`src/rtl/vga_buffer_reader.sv`:
```
// VGA read side for the three per-channel frame buffers. The h/v counters form the state and
// drive the shared read address; optional colour bars are built in when TEST_PATTERN_EN is defined.
module vga_buffer_reader #(
    parameter int H_VISIBLE = 640,
    parameter int H_FRONT   = 16,
    parameter int H_SYNC    = 96,
    parameter int H_BACK    = 48,
    parameter int V_VISIBLE = 480,
    parameter int V_FRONT   = 10,
    parameter int V_SYNC    = 2,
    parameter int V_BACK    = 33
) (
    input  logic        CLOCK_50,
    input  logic        reset,
    output logic [10:0] data_out_x,
    output logic [10:0] data_out_y,
    input  logic [7:0]  red_in,
    input  logic [7:0]  green_in,
    input  logic [7:0]  blue_in,
    input  logic        test_pattern,
    output logic [7:0]  VGA_R,
    output logic [7:0]  VGA_G,
    output logic [7:0]  VGA_B,
    output logic        VGA_HS,
    output logic        VGA_VS,
    output logic        VGA_BLANK_N,
    output logic        VGA_SYNC_N,
    output logic        VGA_CLK,
    output logic        frame_start
);
    localparam int H_TOTAL = H_VISIBLE + H_FRONT + H_SYNC + H_BACK;
    localparam int V_TOTAL = V_VISIBLE + V_FRONT + V_SYNC + V_BACK;
    localparam logic [9:0] H_VIS      = 10'(H_VISIBLE);
    localparam logic [9:0] H_LAST     = 10'(H_TOTAL - 1);
    localparam logic [9:0] HS_FIRST   = 10'(H_VISIBLE + H_FRONT);
    localparam logic [9:0] HS_LAST    = 10'(H_VISIBLE + H_FRONT + H_SYNC - 1);
    localparam logic [9:0] V_VIS      = 10'(V_VISIBLE);
    localparam logic [9:0] V_LAST     = 10'(V_TOTAL - 1);
    localparam logic [9:0] VS_FIRST   = 10'(V_VISIBLE + V_FRONT);
    localparam logic [9:0] VS_LAST    = 10'(V_VISIBLE + V_FRONT + V_SYNC - 1);

    logic        pix_en_q, pix_en_d;
    logic [9:0]  h_cnt_q, h_cnt_d, v_cnt_q, v_cnt_d;
    logic [10:0] x_q, x_d, y_q, y_d;
    logic [7:0]  r_q, r_d, g_q, g_d, b_q, b_d;
    logic        hs_q, hs_d, vs_q, vs_d, blank_q, blank_d;
    logic        vclk_q, vclk_d, fs_q, fs_d;
    logic        visible, visible_next;
    logic [7:0]  pix_r, pix_g, pix_b;

    always_ff @(posedge CLOCK_50 or posedge reset) begin
        if (reset) begin
            pix_en_q <= 1'b0;
            h_cnt_q  <= '0;
            v_cnt_q  <= '0;
            x_q      <= '0;
            y_q      <= '0;
            r_q      <= '0;
            g_q      <= '0;
            b_q      <= '0;
            hs_q     <= 1'b1;
            vs_q     <= 1'b1;
            blank_q  <= 1'b0;
            vclk_q   <= 1'b1;
            fs_q     <= 1'b0;
        end else begin
            pix_en_q <= pix_en_d;
            h_cnt_q  <= h_cnt_d;
            v_cnt_q  <= v_cnt_d;
            x_q      <= x_d;
            y_q      <= y_d;
            r_q      <= r_d;
            g_q      <= g_d;
            b_q      <= b_d;
            hs_q     <= hs_d;
            vs_q     <= vs_d;
            blank_q  <= blank_d;
            vclk_q   <= vclk_d;
            fs_q     <= fs_d;
        end
    end

    // Counters advance on pixel ticks; the address register follows the next counter value.
    always_comb begin
        pix_en_d = ~pix_en_q;
        h_cnt_d  = h_cnt_q;
        v_cnt_d  = v_cnt_q;
        if (pix_en_q) begin
            if (h_cnt_q == H_LAST) begin
                h_cnt_d = '0;
                v_cnt_d = (v_cnt_q == V_LAST) ? '0 : v_cnt_q + 10'd1;
            end else begin
                h_cnt_d = h_cnt_q + 10'd1;
            end
        end
        visible_next = (h_cnt_d < H_VIS) && (v_cnt_d < V_VIS);
        x_d = visible_next ? {1'b0, h_cnt_d} : '0;
        y_d = visible_next ? {1'b0, v_cnt_d} : '0;
    end

`ifdef TEST_PATTERN_EN
    localparam int BAR_W = H_VISIBLE / 8;
    logic [2:0]  bar;
    logic [23:0] bar_rgb;

    always_comb begin
        bar = '0;
        for (int i = 1; i < 8; i++) begin
            if (h_cnt_q >= 10'(i * BAR_W)) bar = 3'(i);
        end
        case (bar)
            3'd0:    bar_rgb = 24'hFFFFFF;
            3'd1:    bar_rgb = 24'hFFFF00;
            3'd2:    bar_rgb = 24'h00FFFF;
            3'd3:    bar_rgb = 24'h00FF00;
            3'd4:    bar_rgb = 24'hFF00FF;
            3'd5:    bar_rgb = 24'hFF0000;
            3'd6:    bar_rgb = 24'h0000FF;
            default: bar_rgb = 24'h000000;
        endcase
    end

    always_comb begin
        {pix_r, pix_g, pix_b} = {red_in, green_in, blue_in};
        if (test_pattern) {pix_r, pix_g, pix_b} = bar_rgb;
    end
`else
    logic unused_test_pattern;
    assign unused_test_pattern = test_pattern;

    always_comb begin
        {pix_r, pix_g, pix_b} = {red_in, green_in, blue_in};
    end
`endif

    // Output stage samples the current counters, so pins lag the counters by one pixel.
    always_comb begin
        visible = (h_cnt_q < H_VIS) && (v_cnt_q < V_VIS);
        r_d     = r_q;
        g_d     = g_q;
        b_d     = b_q;
        hs_d    = hs_q;
        vs_d    = vs_q;
        blank_d = blank_q;
        if (pix_en_q) begin
            r_d     = visible ? pix_r : '0;
            g_d     = visible ? pix_g : '0;
            b_d     = visible ? pix_b : '0;
            hs_d    = !((h_cnt_q >= HS_FIRST) && (h_cnt_q <= HS_LAST));
            vs_d    = !((v_cnt_q >= VS_FIRST) && (v_cnt_q <= VS_LAST));
            blank_d = visible;
        end
        fs_d   = pix_en_q && (h_cnt_q == H_LAST) && (v_cnt_q == V_LAST);
        vclk_d = ~pix_en_d;
    end

    assign data_out_x  = x_q;
    assign data_out_y  = y_q;
    assign VGA_R       = r_q;
    assign VGA_G       = g_q;
    assign VGA_B       = b_q;
    assign VGA_HS      = hs_q;
    assign VGA_VS      = vs_q;
    assign VGA_BLANK_N = blank_q;
    assign VGA_SYNC_N  = 1'b0;
    assign VGA_CLK     = vclk_q;
    assign frame_start = fs_q;
endmodule

```
`config.mk`:
```
export PLATFORM = sky130hd
export DESIGN_NAME = vga_buffer_reader
export DESIGN_NICKNAME = d
export VERILOG_FILES = /design/src/rtl/vga_buffer_reader.sv
export SDC_FILE = /design/constraint.sdc
export NUM_CORES = 1
export LEC_CHECK = 0
export CAP_MARGIN = 5
export CELL_PAD_IN_SITES_DETAIL_PLACEMENT = 1
export CELL_PAD_IN_SITES_GLOBAL_PLACEMENT = 2
export CORE_MARGIN = 5
export CORE_UTILIZATION = 30
export DETAILED_ROUTE_END_ITERATION = 6
export PLACE_DENSITY = 0.88
export SLEW_MARGIN = 40
export SYNTH_ARGS = -nofsm -noshare
export SYNTH_HDL_FRONTEND = slang
export SYNTH_SLANG_ARGS = --single-unit
```
`constraint.sdc`:
```
create_clock -name CLOCK_50 -period 4.21 [get_ports CLOCK_50]
set_input_delay 1.263 -clock CLOCK_50 [delete_from_list [all_inputs] [get_ports CLOCK_50]]
set_output_delay 1.263 -clock CLOCK_50 [all_outputs]
set_load 0.02 [all_outputs]
```
==> results of run 1 <==
==> layer usage <==
metal  vias up  wire (µm)
li1       1156          -
met1      1223       4030
met2        72       3600
met3        15        504
met4         0        144
met5         -          0
==> area by class of cell <==
class	instances	share of cell area, %
inverters	18	1.61
well taps	136	4.06
clock buffers	10	3.29
flip-flops and latches	70	41.9
repair buffers	77	18.5
multi-input cells	172	29.2
clock inverters	6	1.46
==> stage by stage <==
| stage | instance area (µm²) | std cells | total power (µW) | hold slack (ps) |
|---|---|---|---|---|
| floorplan | 3150 | 276 | 743 | 420 |
| global placement | 3990 | 473 | 797 | 461 |
| detailed placement | 3990 | 473 | 799 | 478 |
| CTS | 4190 | 489 | 1360 | 496 |
| global route | 4190 | 489 | 1400 | 515 |
| finish | 4190 | 489 | 1340 | 492 |
==> cell usage after synthesis (2+ instances only) <==
master    instances  area, µm²
and3_1            3       18.8
nand2b_1          2       12.5
nand3_1           8       40.0
xnor2_1           3       26.3
o22ai_2           2       25.0
o21ai_2           2       17.5
a221oi_1          4       35.0
a31oi_1           4       25.0
a22o_1           24        210
buf_6             5       56.3
ha_1              4       50.1
or3_2             2       15.0
or3_4             2       22.5
nor3_1            6       30.0
a21oi_1           4       20.0
o31a_1            3       26.3
inv_1            17       63.8
a211oi_1         10       75.1
mux2i_1           3       30.0
dfstp_2           3       78.8
o21ai_0           7       35.0
and2_1            3       18.8
nand2_1          21       78.8
o31ai_1           2       15.0
clkbuf_1          6       22.5
o221ai_1          4       35.0
dfrtp_1          67       1680
nor4_1            4       25.0
nor2_1           10       37.5
a21oi_2           4       35.0
nand4_1           6       37.5
buf_4             3       22.5
==> worst max-delay path by stage <==
stage                              end  slack (ps)  cells past startpoint            startpoint
6_report       data_out_y[5]$_DFF_PP0_        1160                      5  h_cnt_q[5]$_DFF_PP0_
5_1_grt        data_out_y[5]$_DFF_PP0_        1010                      5  h_cnt_q[5]$_DFF_PP0_
4_1_cts        data_out_y[5]$_DFF_PP0_        1160                      5  h_cnt_q[5]$_DFF_PP0_
3_5_place_dp   data_out_y[5]$_DFF_PP0_        1190                      5  h_cnt_q[5]$_DFF_PP0_
3_3_place_gp   data_out_y[0]$_DFF_PP0_        1320                      5  h_cnt_q[5]$_DFF_PP0_
2_1_floorplan  VGA_BLANK_N$_DFFE_PP0P_        1180                      1                 reset
==> sequential cells by signal, summed over array words and instances, names as in the netlist <==
| name | flops |
|---|---|
| VGA_CLK | 1 |
| h_cnt_q | 10 |
| v_cnt_q | 10 |
| VGA_BLANK_N | 1 |
| VGA_VS | 1 |
| VGA_HS | 1 |
| data_out_x | 10 |
| VGA_B | 8 |
| VGA_R | 8 |
| VGA_G | 8 |
| frame_start | 1 |
| pix_en_q | 1 |
| data_out_y | 10 |
==> worst max-delay path, delay by kind of cell (launching register included) <==
family	cells	cell delay (ps)
AO/OA/AOI/OAI	2	760
flip-flops	1	480
multiplexers	1	530
AND/OR/NAND/NOR	2	1150
==> power breakdown <==
part,internal (µW),switching [µW]
Sequential,684,6.57
Combinational,50.2,42.8
Clock,288,267
Total,1020,317
==> cell families after synthesis <==
family | count (synthesis) | synth area share, %
other | 1 | 0.119
multiplexers | 3 | 0.957
adder cells (fa/ha/maj) | 4 | 1.59
XOR/XNOR | 4 | 1.12
AO/OA/AOI/OAI | 82 | 21.6
AND/OR/NAND/NOR | 75 | 13.0
buffers and inverters | 34 | 5.70
flip-flops | 70 | 55.9
==> key figures, run 1 <==
Status
  – Outcome: finished, final reports clean

Route
  – Vias/cell: 5.04
  – Post-route DRC violation count: 0
  – Detailed-route via count: 2466
  – Post-DRT Antenna Nets: 0
  – Routed wire length: approximately 8.3 mm
  – Routed len/inst: ~17 µm
  – Initial DRC count: 135
  – DRT Pass-1 Iters: 4

Timing
  – Relative slew slack: a little under half
  – Tightest Pin Transition: slightly above 800 ps
  – Setup TNS Final: 0 ps
  – # setup viols final: 0
  – RSZ-0062 raised after global routing: false
  – Fin. Hold Viols: 0
  – Fmax achieved: approximately 330 MHz
  – Final period util: 72.5%
  – Tmin final: 3050 ps
  – Final WS setup: 1160 ps
  – Max-slew violation count: 0
  – Worst-case clock skew: 9.04 ps

Setup path
  – CP required: 4440 ps
  – R2R setup slack: 1160 ps
  – Crit-path slowest cell: or4b_4
  – Worst endpoint data arrival time: 3280 ps
  – Worst R2R End: data_out_y[5]$_DFF_PP0_
  – R2r worst-path depth: 5
  – Critical Path Max Stage Delay: 640 ps
  – Startpoint Class: register
  – Worst-path fanout max: 15
  – CP Capture Type: register
  – RR Startpoint: h_cnt_q[5]$_DFF_PP0_
  – Crit Path Class: reg2reg
  – Crit path cell chain: or4b_4 > nor4_1 > mux2i_1 > o22ai_2 > a221oi_1

Clock tree
  – CTS tree: built
  – Setup Buffers After CTS: 0
  – # clock sinks: 70
  – CTS Root Cell: clkbuf_8
  – Worst skew pair latency: 350 ps
  – Resize count post-CTS: 0
  – Post-CTS Hold Fix Bufs: 0
  – Cts bufs inserted: 9
  – Clock buffer depth: 2
  – Clk slew on worst S/H paths: about 80 ps
  – H-tree levels: 3

Global routing
  – Global route total overflow: 0
  – Initial antenna violation count: 0
  – Largest net degree at the start of global routing: 71
  – Gr busiest metal: met2
  – First-pass GRT wire length: 13.8 mm
  – Grt met1 use: 18.7%
  – Met3 usage: 3.72%
  – Met2 Use GR: 20.6%
  – Overall routing resource usage: a little over an eighth
  – Vias in the first global route: 2649

Hold path
  – HP Start: VGA_BLANK_N$_DFFE_PP0P_
  – Min-Delay Endpoint: VGA_BLANK_N$_DFFE_PP0P_
  – Worst min-delay path class: reg2reg
  – Hold path depth: 1

Placement
  – Placement Setup Slack: approximately 1200 ps
  – Routability congestion estimate: 0.787
  – Post-DP HPWL: between 5 and 6 mm
  – Port buffer count: 74

Cells and area
  – Post-layout util: between 40% and 50%
  – Multi-input gate area: between 1000 and 1500 µm²
  – Most common cell after layout, fill and taps aside: clkdlybuf4s50_1
  – Most frequent cells in the layout: 74 x clkdlybuf4s50_1, 67 x dfrtp_1, 24 x a22o_1
  – # fillers: 1139
  – ANT cells: 0
  – Synth-to-Final Area Change: 33.4%
  – Register Area: 1760 µm²
  – Ratio of cells with drive above 1 in the final layout: 12.5%
  – NumNets Final: 379

Floorplan
  – CORE AREA: 10300 µm²
  – Die span in y: roughly 110 µm
  – Full die area: 12600 µm²
  – Die W: 112 µm
  – Initial Util: 30.5%
  – I/O pin count: 79
  – Site Rows: 37

Power
  – PD cells: 320 nW/µm²
  – Leakage Power: 0.00179 µW
  – VDD IR max: roughly 0.16 mV

Yosys
  – Synthesized area: 3140 µm²
  – Flop and latch count out of synthesis: 70
  – Mapped Cells: about 270
  – Seq/Total Area, Yosys: 55.9%
  – Warnings from Yosys: 0
  – EDFF count, synth: 0
  – Yosys cell types: 57
  – Top FF cell, synth: dfrtp_1
  – Ys async rst share: 100%
  – Post-Syn Area per Cell: approximately 11 µm²

Run
  – Max Cap Viol: 0
Power figures use the tool's default switching activity.
==> run 2: changes to the inputs <==
CORE_UTILIZATION = 28   (was 30)
PLACE_DENSITY = 0.86   (was 0.88)
clock period = 2.75 ns   (was 4.21 ns; I/O delays follow)
==> run 2 against run 1 <==
Register-to-register slack got worse by 980 ps; maximum frequency rose by 18%; setup slack lost 980 ps; final cell count increased by 4.5%; clock power up 140%; non-clock buffer count increased by 18; total power grew 90%; global-route usage is 0.26 points lower; combinational power up 57%; critical path depth is 1 higher; critical path type unchanged; critical endpoint is now data_out_x[8]$_DFF_PP0_.
==> key figures, run 2 (synthesized netlist as in run 1, its figures left out) <==
Status
  – Outcome: finished, final reports clean

Power
  – Power share of the clock group: 52.7%
  – PD cells: approximately 570 nW/µm²
  – Switching power: ~510 µW
  – Reg power frac: 41.6%
  – Internal power: roughly 2000 µW
  – Switching share of power: 19.9%
  – Leakage Power: 0.00195 µW
  – VDD IR max: 0.213 mV
  – Combinational share of power: under 10%

Timing
  – Fin. Hold Viols: 0
  – Max-slew violation count: 0
  – Fmax achieved: 388 MHz
  – RSZ-0062 raised after global routing: false
  – Worst-case clock skew: approximately 10 ps
  – Setup TNS Final: 0 ps
  – Tmin final: 2580 ps
  – Final period util: a little over nine tenths
  – # setup viols final: 0

Route
  – DR WL met3: 544 µm
  – M1 WL: between 4 and 5 mm
  – Routed wire length: 8.52 mm
  – Initial DRC count: about 120
  – Post-route DRC violation count: 0
  – Post-DRT Antenna Nets: 0
  – WL met2: approximately 3.7 mm
  – Routed len/inst: 16.7 µm
  – Vias/cell: 4.94
  – DRT Pass-1 Iters: 4
  – Max layer used: met4
  – Detailed-route via count: 2525

Setup path
  – CP required: 2950 ps
  – Worst endpoint data arrival time: 2770 ps
  – Startpoint Class: register
  – Crit Path Class: reg2reg
  – Worst-path fanout max: 12
  – Crit-path slowest cell: or4_4
  – Family with the most delay on the worst path: simple AND/OR/NAND/NOR gates
  – RR Startpoint: h_cnt_q[9]$_DFF_PP0_
  – Crit path cell chain: or4b_4 > or4_4 > or3_4 > a22oi_4 > buf_12 > a211oi_1
  – Critical Path Max Stage Delay: 600 ps
  – CP Capture Type: register
  – Worst Setup SP: h_cnt_q[9]$_DFF_PP0_
  – CP Buf/Inv Count: 1

Global routing
  – First-pass GRT wire length: approximately 14 mm
  – Initial antenna violation count: 0
  – Global route total overflow: 0
  – Largest net degree at the start of global routing: 28
  – Overall routing resource usage: about an eighth
  – Vias in the first global route: about 2800

Run
  – Max Cap Viol: 0

Floorplan
  – I/O pin count: just under 80
  – Die W: 116 µm
  – Die span in y: 116 µm
  – Initial Util: 28.7%
  – Site Rows: 38
  – Full die area: 13400 µm²
  – CORE AREA: 10900 µm²

Clock tree
  – Setup Buffers After CTS: 0
  – Cts bufs inserted: 9
  – Clk slew on worst S/H paths: ~60 ps
  – CTS tree: built
  – H-tree levels: 3
  – Worst skew pair latency: 330 ps
  – Resize count post-CTS: 0
  – Post-CTS Hold Fix Bufs: 0
  – Clock buffer depth: 2
  – # clock sinks: 70
  – CTS Root Cell: clkbuf_16

Cells and area
  – ANT cells: 0
  – Most common cell after layout, fill and taps aside: clkdlybuf4s50_1
  – Most frequent cells in the layout: 74 x clkdlybuf4s50_1, 67 x dfrtp_1, 24 x a22o_1
  – Post-layout util: 41.2%
  – Synth-to-Final Area Change: 43.5%
  – Ratio of cells with drive above 1 in the final layout: 16.4%
  – NumNets Final: 397

Hold path
  – Worst min-delay path class: reg2reg
  – HP Start: VGA_BLANK_N$_DFFE_PP0P_

Placement
  – Post-DP HPWL: roughly 6.3 mm
  – Routability congestion estimate: 0.830
  – Port buffer count: between 70 and 80
==> run 2: final cells by class <==
cell class / instances / area (µm²)
Clock buffer: 11 / 243
Clock inverter: 5 / 106
Fill cell: 1220 / 6430
Tap cell: 140 / 175
Sequential cell: 70 / 1760
Timing Repair Buffer: 95 / 936
Inverter: 18 / 67.6
Multi-Input combinational cell: 172 / 1220
==> run 2: routing by layer <==
metal	vias to the layer above	global-route usage [%]
li1	1197	-
met1	1233	18.7
met2	85	20.2
met3	10	2.92
met4	0	4.64
met5	-	0
==> run 2: power by group through the flow <==
stage          sequential [µW]  clock, µW  combinational (µW)
4_1_cts                   1060       1370                 150
3_3_place_gp              1080          0                 147
2_1_floorplan             1100          0                36.7
5_1_grt                   1060       1430                 158
6_report                  1060       1340                 146
3_5_place_dp              1080          0                 149
==> run 2: worst reg2reg max path, cell delays in order (launching register included) <==
cell,delay [ps]
dfrtp_1,430
or4b_4,570
or4_4,600
or3_4,380
a22oi_4,210
buf_12,170
a211oi_1,90
==> run 2: worst paths after layout <==
| path | end | slack [ps] | depth (start not counted) |
|---|---|---|---|
| worst min-delay path | VGA_BLANK_N$_DFFE_PP0P_ | 490 | 1 |
| worst min register to register | VGA_BLANK_N$_DFFE_PP0P_ | 490 | 1 |
| max in group asynchronous | VGA_HS$_DFFE_PP1P_ | 1320 | 3 |
| worst max register to register | data_out_x[8]$_DFF_PP0_ | 170 | 6 |
| min in group asynchronous | v_cnt_q[8]$_DFF_PP0_ | 850 | 2 |
| worst max-delay path | data_out_x[8]$_DFF_PP0_ | 170 | 6 |
==> run 2: per-stage QoR <==
stage | instance area (µm²) | hold WS, ps | total power [µW] | instances | worst slack [ps]
floorplan | 3150 | 420 | 1140 | 276 | 97.7
global placement | 4160 | 463 | 1220 | 495 | 215
detailed placement | 4160 | 485 | 1230 | 495 | 196
CTS | 4500 | 497 | 2580 | 511 | 155
global route | 4500 | 523 | 2650 | 511 | 5.00
finish | 4500 | 488 | 2550 | 511 | 173
==> run 3: changes to the inputs <==
CORE_ASPECT_RATIO = 1.75   (was unset)
==> run 3 against run 2 <==
Via count increased by 2.1%; final area about the same; final cell count decreased by 1.2%; clock power about the same; global-route usage increased by 0.65 points; sequential power about the same; hold slack got worse by 8.3 ps; non-clock buffer count increased by 2; die area increased by 0.62%; clock skew decreased by 3.2 ps; wire length increased by 6.4%.
==> key figures, run 3 (synthesized netlist as in run 1, its figures left out) <==
Route
  – Detailed-route via count: 2579
  – DRT Pass-1 Iters: 4
  – Post-route DRC violation count: 0
  – Post-DRT Antenna Nets: 0
  – Routed wire length: between 9 and 10 mm
  – Vias/cell: 5.11
  – Initial DRC count: 86
  – Routed len/inst: 17.9 µm

Global routing
  – Gr busiest metal: met2
  – Largest net degree at the start of global routing: 71
  – First-pass GRT wire length: 14.7 mm
  – Global route total overflow: 0
  – Overall routing resource usage: 13.9%
  – Initial antenna violation count: 0
  – Met2 Use GR: between 20% and 30%
  – Grt met1 use: 13.2%
  – Vias in the first global route: 2788
  – Met3 usage: 4.12%

Setup path
  – CP Capture Type: register
  – Worst-path fanout max: 13
  – Crit path cell chain: or4b_4 > or4_4 > or3_4 > a22oi_4 > buf_12 > a211oi_1
  – CP required: 2950 ps
  – Worst Setup SP: h_cnt_q[5]$_DFF_PP0_
  – Crit path capture: data_out_x[9]$_DFF_PP0_
  – Worst R2R End: data_out_x[9]$_DFF_PP0_
  – R2R setup slack: ~150 ps
  – Worst endpoint data arrival time: 2800 ps
  – WP depth: 6
  – Startpoint Class: register
  – Crit Path Class: reg2reg
  – Crit-path slowest cell: or4b_4
  – CP Buf/Inv Count: 1
  – RR Startpoint: h_cnt_q[5]$_DFF_PP0_
  – Critical Path Max Stage Delay: 620 ps
  – Family with the most delay on the worst path: simple AND/OR/NAND/NOR gates
  – R2r worst-path depth: 6

Clock tree
  – Clk slew on worst S/H paths: 60 ps
  – Cts bufs inserted: 9
  – # clock sinks: 70
  – Worst skew pair latency: 330 ps
  – Setup Buffers After CTS: 0
  – CTS tree: built
  – CTS Root Cell: clkbuf_16
  – Resize count post-CTS: 0
  – Clock buffer depth: 2
  – Post-CTS Hold Fix Bufs: 0
  – H-tree levels: 3

Floorplan
  – Initial Util: 28.4%
  – Full die area: 13500 µm²
  – I/O pin count: 79
  – Die span in y: 150 µm
  – CORE AREA: roughly 11000 µm²
  – Site Rows: 51
  – Die W: 90.0 µm

Cells and area
  – Ratio of cells with drive above 1 in the final layout: 17.4%
  – Fin area: 4510 µm²
  – ANT cells: 0
  – Most common cell after layout, fill and taps aside: clkdlybuf4s50_1
  – NumNets Final: 399
  – Most frequent cells in the layout: 74 x clkdlybuf4s50_1, 67 x dfrtp_1, 24 x a22o_1
  – # fillers: 1199
  – Synth-to-Final Area Change: 43.6%

Placement
  – Post-DP HPWL: roughly 6.8 mm
  – Routability congestion estimate: 0.859
  – Placed inst area: about 4100 µm²
  – Port buffer count: 74

Run
  – Max Cap Viol: 0

Status
  – Outcome: finished, final reports clean

Timing
  – Tmin final: ~2600 ps
  – # setup viols final: 0
  – Fmax achieved: a little under 400 MHz
  – Setup TNS Final: 0 ps
  – Worst-case clock skew: 6.56 ps
  – Fin. Hold Viols: 0
  – RSZ-0062 raised after global routing: false
  – Max-slew violation count: 0
  – Final period util: 94.4%

Power
  – PD cells: between 500 and 600 nW/µm²
  – Leakage Power: 0.00196 µW
  – VDD IR max: 0.356 mV
  – Total Power: 2550 µW

Hold path
  – Worst min-delay path class: reg2reg
-- run 3: metal layers --
layer  vias up  part of all wire [%]
li1       1199                     -
met2        65                    58
met3        16                   4.2
met5         -                     0
met1      1299                    35
met4         0                   3.1
-- run 3: worst reg2reg max path: cells and delay by family (launching register included) --
kind,cells,cell delay [ps]
flip-flops,1,380
buffers and inverters,1,170
AND/OR/NAND/NOR,3,1600
AO/OA/AOI/OAI,2,310
-- run 3: how the worst min path moves through the flow --
stage / startpoint / end / cells past startpoint
global route: VGA_BLANK_N$_DFFE_PP0P_ / VGA_BLANK_N$_DFFE_PP0P_ / 1
global placement: VGA_BLANK_N$_DFFE_PP0P_ / VGA_BLANK_N$_DFFE_PP0P_ / 1
detailed placement: VGA_BLANK_N$_DFFE_PP0P_ / VGA_BLANK_N$_DFFE_PP0P_ / 1
finish: VGA_BLANK_N$_DFFE_PP0P_ / VGA_BLANK_N$_DFFE_PP0P_ / 1
floorplan: pix_en_q$_DFF_PP0_ / VGA_CLK$_DFF_PP1_ / 0
CTS: VGA_BLANK_N$_DFFE_PP0P_ / VGA_BLANK_N$_DFFE_PP0P_ / 1
-- run 3: power by group --
| part | total (µW) | internal (µW) | switching, µW |
|---|---|---|---|
| Sequential | 1060 | 1050 | 10.0 |
| Clock | 1350 | 912 | 436 |
| Combinational | 142 | 76.8 | 65.4 |
-- run 3: metrics by stage --
step                utilization, %  setup WS, ps  std cells  hold WS, ps
floorplan                        -          97.7        276          420
global placement              37.6           162        489          470
detailed placement            37.6           140        489          472
CTS                           40.7          66.3        505          484
global route                  40.8          89.7        505          500
finish                        40.8           154        505          480
-- run 3: final cells by class --
class / count / area [µm²] / area share, %
Sequential cell: 70 / 1760 / 38.9
Multi-Input combinational cell: 172 / 1230 / 27.3
Timing Repair Buffer: 97 / 938 / 20.8
Clock buffer: 11 / 243 / 5.38
Tap cell: 132 / 165 / 3.66
Clock inverter: 5 / 106 / 2.36
Inverter: 18 / 67.6 / 1.50
